$ cat src/rtl/maxpool_window_ctrl_if.sv
// Pixel-in / pooled-value-out stream pair for the 2x2 max-pool controller.
// The controller takes the slave view and the upstream/downstream side takes the master view.
interface maxpool_window_ctrl_if #(
    parameter int DATA_W = 13
) ();
    logic [DATA_W-1:0] in_data;
    logic              in_valid;
    logic              in_ready;
    logic [DATA_W-1:0] out_data;
    logic              out_valid;
    logic              out_ready;
    logic              out_last;

    modport slave (
        input  in_data, in_valid, out_ready,
        output in_ready, out_data, out_valid, out_last
    );

    modport master (
        output in_data, in_valid, out_ready,
        input  in_ready, out_data, out_valid, out_last
    );
endinterface

$ cat src/rtl/maxpool_window_ctrl.sv
// 2x2 stride-2 max-pool sequencer: even rows leave per-column pair maxima in a line buffer,
// and odd rows merge with them to emit one pooled value per window.
module maxpool_window_ctrl #(
    parameter int INTEGER_BITS     = 9,
    parameter int FIXED_POINT_BITS = 4,
    parameter int MAP_WIDTH        = 28,
    parameter int MAP_HEIGHT       = 28
) (
    input  logic                  clk,
    input  logic                  rst,
    input  logic                  i_start,
    output logic                  o_busy,
    output logic                  o_done,
    maxpool_window_ctrl_if.slave  s_if
);
    localparam int DW       = INTEGER_BITS + FIXED_POINT_BITS;
    localparam int CW       = (MAP_WIDTH > 1) ? $clog2(MAP_WIDTH) : 1;
    localparam int RW       = (MAP_HEIGHT > 1) ? $clog2(MAP_HEIGHT) : 1;
    localparam int LB_DEPTH = MAP_WIDTH / 2;
    localparam int LBW      = (LB_DEPTH > 1) ? $clog2(LB_DEPTH) : 1;
    localparam logic [CW-1:0] COL_LAST = CW'(MAP_WIDTH - 1);
    localparam logic [RW-1:0] ROW_LAST = RW'(MAP_HEIGHT - 1);

    typedef enum logic [1:0] {S_IDLE, S_RUN, S_DRAIN} state_t;

    state_t                r_state;
    state_t                w_state_next;
    logic [CW-1:0]         r_col;
    logic [RW-1:0]         r_row;
    logic signed [DW-1:0]  r_h;
    logic signed [DW-1:0]  r_out_data;
    logic                  r_out_valid;
    logic                  r_out_last;
    logic                  r_done;
    logic signed [DW-1:0]  r_linebuf [LB_DEPTH];

    logic                  w_in_ready;
    logic                  w_xfer;
    logic                  w_out_fire;
    logic                  w_odd_row;
    logic                  w_odd_col;
    logic                  w_last_pix;
    logic [LBW-1:0]        w_lb_idx;
    logic signed [DW-1:0]  w_pix;
    logic signed [DW-1:0]  w_max_hp;
    logic signed [DW-1:0]  w_lb_rd;
    logic signed [DW-1:0]  w_pool;

    assign w_odd_row  = r_row[0];
    assign w_odd_col  = r_col[0];
    assign w_last_pix = (r_row == ROW_LAST) && (r_col == COL_LAST);
    assign w_lb_idx   = LBW'(r_col >> 1);
    assign w_pix      = $signed(s_if.in_data);
    assign w_max_hp   = (w_pix > r_h) ? w_pix : r_h;
    assign w_lb_rd    = r_linebuf[w_lb_idx];
    assign w_pool     = (w_lb_rd > w_max_hp) ? w_lb_rd : w_max_hp;

    // A window-closing pixel is held off only while the previous result is still unaccepted.
    assign w_in_ready = (r_state == S_RUN) &&
                        !(w_odd_row && w_odd_col && r_out_valid && !s_if.out_ready);
    assign w_xfer     = s_if.in_valid && w_in_ready;
    assign w_out_fire = r_out_valid && s_if.out_ready;

    always_ff @(posedge clk or posedge rst) begin
        if (rst) begin
            r_state <= S_IDLE;
        end else begin
            r_state <= w_state_next;
        end
    end

    always_comb begin
        w_state_next = r_state;
        case (r_state)
            S_IDLE:  if (i_start) w_state_next = S_RUN;
            S_RUN:   if (w_xfer && w_last_pix) w_state_next = S_DRAIN;
            S_DRAIN: if (w_out_fire && r_out_last) w_state_next = S_IDLE;
            default: w_state_next = S_IDLE;
        endcase
    end

    always_ff @(posedge clk or posedge rst) begin
        if (rst) begin
            r_col <= '0;
            r_row <= '0;
            r_h   <= '0;
        end else if (r_state == S_IDLE && i_start) begin
            r_col <= '0;
            r_row <= '0;
        end else if (w_xfer) begin
            if (!w_odd_col) begin
                r_h <= w_pix;
            end
            if (r_col == COL_LAST) begin
                r_col <= '0;
                r_row <= (r_row == ROW_LAST) ? '0 : r_row + 1'b1;
            end else begin
                r_col <= r_col + 1'b1;
            end
        end
    end

    // Line buffer carries no reset so it can map onto RAM.
    always_ff @(posedge clk) begin
        if (w_xfer && !w_odd_row && w_odd_col) begin
            r_linebuf[w_lb_idx] <= w_max_hp;
        end
    end

    always_ff @(posedge clk or posedge rst) begin
        if (rst) begin
            r_out_data  <= '0;
            r_out_valid <= 1'b0;
            r_out_last  <= 1'b0;
            r_done      <= 1'b0;
        end else begin
            r_done <= (r_state == S_DRAIN) && w_out_fire && r_out_last;
            if (w_xfer && w_odd_row && w_odd_col) begin
                r_out_data  <= w_pool;
                r_out_valid <= 1'b1;
                r_out_last  <= w_last_pix;
            end else if (w_out_fire) begin
                r_out_valid <= 1'b0;
                r_out_last  <= 1'b0;
            end
        end
    end

    assign s_if.in_ready  = w_in_ready;
    assign s_if.out_data  = r_out_data;
    assign s_if.out_valid = r_out_valid;
    assign s_if.out_last  = r_out_last;
    assign o_busy         = (r_state != S_IDLE);
    assign o_done         = r_done;

endmodule

$ cat src/flat_wrapper.sv
// flat-port wrapper written by rule: the top's interface ports become plain ports
module maxpool_window_ctrl_flat 
#(
    parameter int INTEGER_BITS     = 9,
    parameter int FIXED_POINT_BITS = 4,
    parameter int MAP_WIDTH        = 28,
    parameter int MAP_HEIGHT       = 28
)
  (clk, rst, i_start, o_busy, o_done, s_if_in_data, s_if_in_valid, s_if_out_ready, s_if_in_ready, s_if_out_data, s_if_out_valid, s_if_out_last);
  maxpool_window_ctrl_if #(.DATA_W((13))) s_if_i ();
  input  logic clk;
  input  logic rst;
  input  logic i_start;
  output logic o_busy;
  output logic o_done;
  input wire logic [$bits(s_if_i.in_data)-1:0] s_if_in_data;
  input wire logic [$bits(s_if_i.in_valid)-1:0] s_if_in_valid;
  input wire logic [$bits(s_if_i.out_ready)-1:0] s_if_out_ready;
  output wire logic [$bits(s_if_i.in_ready)-1:0] s_if_in_ready;
  output wire logic [$bits(s_if_i.out_data)-1:0] s_if_out_data;
  output wire logic [$bits(s_if_i.out_valid)-1:0] s_if_out_valid;
  output wire logic [$bits(s_if_i.out_last)-1:0] s_if_out_last;
  assign s_if_i.in_data = s_if_in_data;
  assign s_if_i.in_valid = s_if_in_valid;
  assign s_if_i.out_ready = s_if_out_ready;
  assign s_if_in_ready = s_if_i.in_ready;
  assign s_if_out_data = s_if_i.out_data;
  assign s_if_out_valid = s_if_i.out_valid;
  assign s_if_out_last = s_if_i.out_last;
  maxpool_window_ctrl #(.INTEGER_BITS(INTEGER_BITS), .FIXED_POINT_BITS(FIXED_POINT_BITS), .MAP_WIDTH(MAP_WIDTH), .MAP_HEIGHT(MAP_HEIGHT)) u_core (.clk(clk), .rst(rst), .i_start(i_start), .o_busy(o_busy), .o_done(o_done), .s_if(s_if_i));
endmodule
$ cat config.mk
export PLATFORM = sky130hd
export DESIGN_NAME = maxpool_window_ctrl_flat
export DESIGN_NICKNAME = d
export VERILOG_FILES = /design/src/rtl/maxpool_window_ctrl_if.sv /design/src/rtl/maxpool_window_ctrl.sv /design/src/flat_wrapper.sv
export SDC_FILE = /design/constraint.sdc
export NUM_CORES = 1
export LEC_CHECK = 0
export CAP_MARGIN = 30
export CORE_ASPECT_RATIO = 0.8
export CORE_MARGIN = 2
export CORE_UTILIZATION = 52
export CTS_BUF_LIST = sky130_fd_sc_hd__clkbuf_2 sky130_fd_sc_hd__clkbuf_4 sky130_fd_sc_hd__clkbuf_8
export CTS_CLUSTER_SIZE = 40
export DETAILED_ROUTE_END_ITERATION = 7
export PLACE_DENSITY = 0.71
export SLEW_MARGIN = 15
export SYNTH_ARGS = -nofsm -noshare
export SYNTH_HDL_FRONTEND = slang
export SYNTH_SLANG_ARGS = --single-unit
$ cat constraint.sdc
create_clock -name clk -period 4.5 [get_ports clk]
set_input_delay 0.9 -clock clk [delete_from_list [all_inputs] [get_ports clk]]
set_output_delay 0.9 -clock clk [all_outputs]
set_load 0.005 [all_outputs]
==> results.json, run 1 <==
{
  "outcome": "complete, no violations",
  "fin_worst_skew_ps": 22.3,
  "drt_iter0_markers": 494,
  "synth_seq_cells": 223,
  "power_density_nw_per_um2": 574,
  "cts.clk_slew.worst_paths_ps": 70,
  "drt-vias-per-instance": 5.61,
  "cts_root_buf": "clkbuf_8",
  "synth_warnings": 0,
  "cts_tree": "yes",
  "dr.pass1.iters": 5,
  "die_area_sq_um": 19900,
  "fill_cells": 1356,
  "timing_worst_setup_path_type": "primary input to flop",
  "syn_nets": 650,
  "maxSlewViolCount": 0,
  "rsz0062_at_grt": "no",
  "leakagePower_uw": 0.00422,
  "drv_cap": 0,
  "wl_per_cell_um": 20.8,
  "hold_viol_final": 0,
  "nets": 760,
  "area.growth.synth_to_final_pct": 17.2,
  "arrival_ps": 4650,
  "dpl.hpwl_um": 13900,
  "n_antenna_cell": 0,
  "grt_pass1_vias": 5794,
  "netlist_instances": 604,
  "hold_buffers": 0,
  "grt_usage": 0.217,
  "drt-total-wl_um": 20700,
  "finalSetupViolCount": 0,
  "relSlewSlack": 0.485,
  "yosysSeqAreaShare": 0.666,
  "drive_gt1_frac": 0.274,
  "grt_overflow": 0,
  "drcViolationCount": 0,
  "die_width_um": 157,
  "timing.final.crit_share": 0.941,
  "finalCriticalPeriod_ps": 4240,
  "async_flop_share": 0.184,
  "cts_buffer_depth": 3,
  "final.setup.tns_ps": 0,
  "htree_levels": 2,
  "antenna_found_initial": 0,
  "rows": 44,
  "portBuffers": 35,
  "cp-start-kind": "primary input",
  "avgSynthCellArea_sq_um": 16.1,
  "end_kind": "flop",
  "grt_pass1_wl_um": 32600,
  "clock_latency_ps": 500,
  "synth-edff-count": 182,
  "timing.hold.ws_ps": 501,
  "hold_path_class": "flop to flop",
  "ys_types": 54,
  "cts.sinks": 223,
  "ant_nets": 0,
  "required_ps": 4910,
  "gp_congestion": 0.892,
  "ir_worst_vdd_v": 0.000343,
  "die_h_um": 126,
  "ios": 36,
  "ys.flop_type": "edfxtp_1",
  "crit_fanout": 12,
  "via_count": 5571,
  "syn-cell-area_sq_um": 9750,
  "cts_made_buffers": 35,
  "start_util": 0.533,
  "grt_max_degree": 26,
  "core_area_sq_um": 18300,
  "max_freq_mhz": 236,
  "worst_pin_slew_ps": 772
}
## final timing paths
path,end,from,cells past startpoint,slack [ps]
setup / recovery,u_core.s_if.out_data[9]$_DFFE_PP0P_,s_if_in_data[10],16,260
max in group asynchronous,u_core.s_if.out_data[7]$_DFFE_PP0P_,rst,3,3110
hold / removal,u_core.o_done$_DFF_PP0_,u_core.r_state[0]$_DFFE_PP0P_,1,500
setup reg to reg,u_core.s_if.out_data[9]$_DFFE_PP0P_,u_core.r_col[1]$_DFFE_PP0P_,12,620
min in group asynchronous,u_core.r_h[2]$_DFFE_PP0P_,rst,2,730
hold reg to reg,u_core.o_done$_DFF_PP0_,u_core.r_state[0]$_DFFE_PP0P_,1,500
## report_power, final
group          switching, uW  internal (uW)  leakage, uW
clock network            750            844     0.000349
registers                183           2560      0.00218
logic                   1210           1010      0.00170
total                   2140           4420      0.00422
## cells in the final DEF, fill, tap and decap left out, types with 9 or more instances in the layout
cell / n
o22ai_1: 13
clkdlybuf4s50_1: 35
mux2_2: 14
o21ai_0: 18
mux4_2: 39
nor2_1: 22
nand2b_1: 15
dfrtp_1: 39
clkbuf_8: 37
mux2i_1: 27
nand3_1: 10
inv_1: 30
buf_4: 66
edfxtp_1: 182
ha_1: 28
nand2_1: 41
a21oi_1: 20
o211ai_2: 9
clkinv_1: 12
clkbuf_4: 10
## stage by stage
step                worst slack [ps]  area [sq um]   util  instances  power, uW
detailed placement              -473         10700  0.586        927       4970
global route                    50.6         11400  0.625        993       6900
global placement                -337         10700  0.586        927       4870
CTS                             28.9         11400  0.622        990       6560
floorplan                        439          9750      -        604       4210
finish                           264         11400  0.625        993       6560
## flip-flops by register name, indices dropped and copies added, names as in the netlist
name,cells
u_core.o_done,1
u_core.s_if.out_last,1
u_core.r_row,5
u_core.r_col,5
u_core.s_if.out_data,13
u_core.r_linebuf,182
u_core.s_if.out_valid,1
u_core.r_h,13
u_core.r_state,2
## cell usage after synthesis (all sizes together) (4+ instances only)
cell,number,area share
edfxtp,182,0.56
nand2,43,0.017
dfrtp,41,0.11
mux4,39,0.090
inv,30,0.012
ha,28,0.036
mux2i,27,0.028
buf,24,0.019
nor2,22,0.0085
o21ai,22,0.011
a21oi,21,0.011
nand2b,15,0.0096
mux2,14,0.016
o22ai,13,0.0083
nand3,12,0.0080
o211ai,12,0.014
clkbuf,7,0.0027
nand4,7,0.0051
nor3,6,0.0042
a21o,4,0.0031
nor3b,4,0.0042
## critical path, stage by stage
cell and delay (ps):
clkdlybuf4s50_1 440, ha_1 330, a21oi_1 200, nor2b_1 100
o41ai_2 380, a21oi_4 110, buf_12 160, mux2i_1 210
ha_1 290, and4_4 200, a221oi_1 280, o21ai_1 110
or3_4 350, nand3_2 90, nand2_2 230, o211ai_1 260
## cell families after synthesis
kind of cell,after synthesis,share of synthesized area
buffers and inverters,62,0.0332
adders and majority gates,28,0.0359
xor gates and xnor gates,4,0.00359
and+or+nand+nor,128,0.0725
muxes,80,0.134
AOI/OAI and AO/OA,79,0.0548
DFF,223,0.666
## area by class of cell
cell class | count | area (sq um) | area share
Clock buffer | 47 | 584 | 0.0511
Clock inverter | 16 | 66.3 | 0.00580
Inverter | 31 | 116 | 0.0102
Multi-Input combinational cell | 319 | 2950 | 0.258
Sequential cell | 223 | 6490 | 0.568
Tap cell | 253 | 317 | 0.0277
Timing Repair Buffer | 104 | 901 | 0.0789
## routing by layer
layer  vias up  share of wire  GRT usage
li1       2553              -          -
met1      2829           0.47      0.328
met2       160           0.47      0.336
met3        29          0.052     0.0376
met4         0          0.015     0.0460
met5         -              0          0
## repair_timing
item / CTS / global route
resized for setup: 0 / 2
endpoints found under the setup margin: 0 / 13
buffers inserted: 0 / 2
(Power assumes the default switching activity.)
==> inputs of run 2 (changes only) <==
--- a/config.mk
+++ b/config.mk
@@ -6,13 +6,16 @@
 export NUM_CORES = 1
 export LEC_CHECK = 0
 export CAP_MARGIN = 30
+export CELL_PAD_IN_SITES_DETAIL_PLACEMENT = 1
+export CELL_PAD_IN_SITES_GLOBAL_PLACEMENT = 2
 export CORE_ASPECT_RATIO = 0.8
 export CORE_MARGIN = 2
-export CORE_UTILIZATION = 52
+export CORE_UTILIZATION = 47
 export CTS_BUF_LIST = sky130_fd_sc_hd__clkbuf_2 sky130_fd_sc_hd__clkbuf_4 sky130_fd_sc_hd__clkbuf_8
 export CTS_CLUSTER_SIZE = 40
 export DETAILED_ROUTE_END_ITERATION = 7
-export PLACE_DENSITY = 0.71
+export GPL_ROUTABILITY_DRIVEN = 0
+export PLACE_DENSITY = 0.82
 export SLEW_MARGIN = 15
 export SYNTH_ARGS = -nofsm -noshare
 export SYNTH_HDL_FRONTEND = slang
==> results.json, run 2 (same netlist as run 1, synthesis figures left out) <==
{
  "outcome": "complete, no violations",
  "finalSetupViolCount": 0,
  "relSlewSlack": 0.534,
  "leakagePower_uw": 0.00425,
  "cts.sinks": 223,
  "hold_path_class": "flop to flop",
  "final_cell_count_no_fill": 1007,
  "drt_iter0_markers": 325,
  "postLayoutCellArea_sq_um": 11600,
  "dpl.hpwl_um": 15900,
  "nets": 756,
  "hold_buffers": 0,
  "maxSlewViolCount": 0,
  "cp-start-kind": "primary input",
  "drive_gt1_frac": 0.278,
  "grt_pass1_vias": 6219,
  "end_kind": "flop",
  "grt_pass1_wl_um": 36000,
  "fin_worst_skew_ps": 20.7,
  "drv_cap": 0,
  "die_area_sq_um": 21900,
  "busiest_layer": "met2",
  "via_count": 5638,
  "max_freq_mhz": 228,
  "final_cell_mix": "edfxtp_1, buf_4, nand2_1",
  "rows": 47,
  "top_register": "u_core.r_linebuf",
  "die_width_um": 165,
  "start_util": 0.475,
  "worst_slack_ps": 117,
  "grt_max_degree": 22,
  "wl_per_cell_um": 22.9,
  "ios": 36,
  "largest_reg_flops": 182,
  "cts.clk_slew.worst_paths_ps": 60,
  "core_area_sq_um": 20500,
  "grtUsageMet2": 0.351,
  "worst_r2r_path_depth": 16,
  "cts_root_buf": "clkbuf_8",
  "drt-total-wl_um": 23000,
  "place_area_sq_um": 10700,
  "post-place-cells": 936,
  "crit_fanout": 13,
  "n_antenna_cell": 0,
  "area.growth.synth_to_final_pct": 18.5,
  "portBuffers": 35,
  "clock_latency_ps": 530,
  "drcViolationCount": 0,
  "worst_pin_slew_ps": 697,
  "ant_nets": 0,
  "drt-vias-per-instance": 5.60,
  "finalCriticalPeriod_ps": 4380,
  "cts_tree": "yes",
  "grt_use_met3": 0.0386,
  "cts_buffer_depth": 3,
  "pre_cts_ws_ps": -581,
  "fin_util": 0.563,
  "required_ps": 4940,
  "holdPathStages": 1,
  "final_common_cell": "edfxtp_1",
  "arrival_ps": 4820,
  "hold_viol_final": 0,
  "timing.final.crit_share": 0.974,
  "grt_overflow": 0,
  "dr.pass1.iters": 4,
  "power_density_nw_per_um2": 597,
  "grt_usage": 0.221,
  "ir_worst_vdd_v": 0.000398,
  "htree_levels": 2,
  "use_met1": 0.316,
  "antenna_found_initial": 0,
  "die_h_um": 133,
  "cts_made_buffers": 37,
  "timing_worst_setup_path_type": "primary input to flop"
}
[run 2: cell types whose count changed in the layout (fill, tap and decap cells not counted), sizes merged]
cell / before / now
clkinv: 17 / 14
inv: 30 / 32
buf: 69 / 63
clkinvlp: 0 / 2
bufinv: 0 / 3
[run 2: final cells by class]
cell class	count	area, sq um
Timing Repair Buffer	98	868
Tap cell	269	337
Clock inverter	20	178
Clock buffer	47	597
Inverter	31	116
Multi-Input combinational cell	319	2960
Fill cell	1938	8970
Sequential cell	223	6490
[run 2: worst paths after layout]
path	from	to	slack, ps
setup / recovery	s_if_in_data[4]	u_core.s_if.out_data[5]$_DFFE_PP0P_	120
hold / removal	u_core.r_state[0]$_DFFE_PP0P_	u_core.o_done$_DFF_PP0_	500
setup reg to reg	u_core.r_h[4]$_DFFE_PP0P_	u_core.s_if.out_data[5]$_DFFE_PP0P_	530
hold reg to reg	u_core.r_state[0]$_DFFE_PP0P_	u_core.o_done$_DFF_PP0_	500
max in group asynchronous	rst	u_core.s_if.out_data[7]$_DFFE_PP0P_	3070
min in group asynchronous	rst	u_core.s_if.out_data[3]$_DFFE_PP0P_	750
[run 2: repair_timing]
| action | CTS | global route |
|---|---|---|
| pin swaps | 0 | 1 |
| endpoints found under the setup margin | 11 | 13 |
| setup buffers | 0 | 4 |
| gates cloned | 0 | 0 |
| resized for setup | 1 | 4 |
[run 2: critical path, cell delays in order]
cell and delay [ps]:
clkdlybuf4s50_1 430, ha_1 340, nand3_1 180, nor2_1 230, o21ai_0 190, a21oi_4 210
buf_12 150, buf_4 110, mux2i_1 290, ha_1 300, and3_1 220, a41o_1 290
o21bai_1 330, nand4_4 270, nand2b_1 260, o211ai_2 110
[run 2: per-stage QoR]
stage	total power [uW]	TNS, ps	hold slack (ps)
after floorplan	4210	0	452
after CTS	6910	0	505
after global placement	4890	-4600	469
final	6890	0	498
after detailed placement	5020	-7230	491
after global routing	7260	-20.4	532
[run 2: metal layers]
layer	vias to the layer above	wire length [um]
li1	2534	-
met1	2948	10400
met2	118	11300
met3	38	940
met4	0	415
met5	-	0
[run 2: where the power goes]
part	internal [uW]	switching, uW	leakage, uW	total (uW)
Clock	1050	813	0.000401	1870
Sequential	2570	163	0.00218	2730
Combinational	1010	1290	0.00167	2300
Total	4630	2260	0.00425	6890
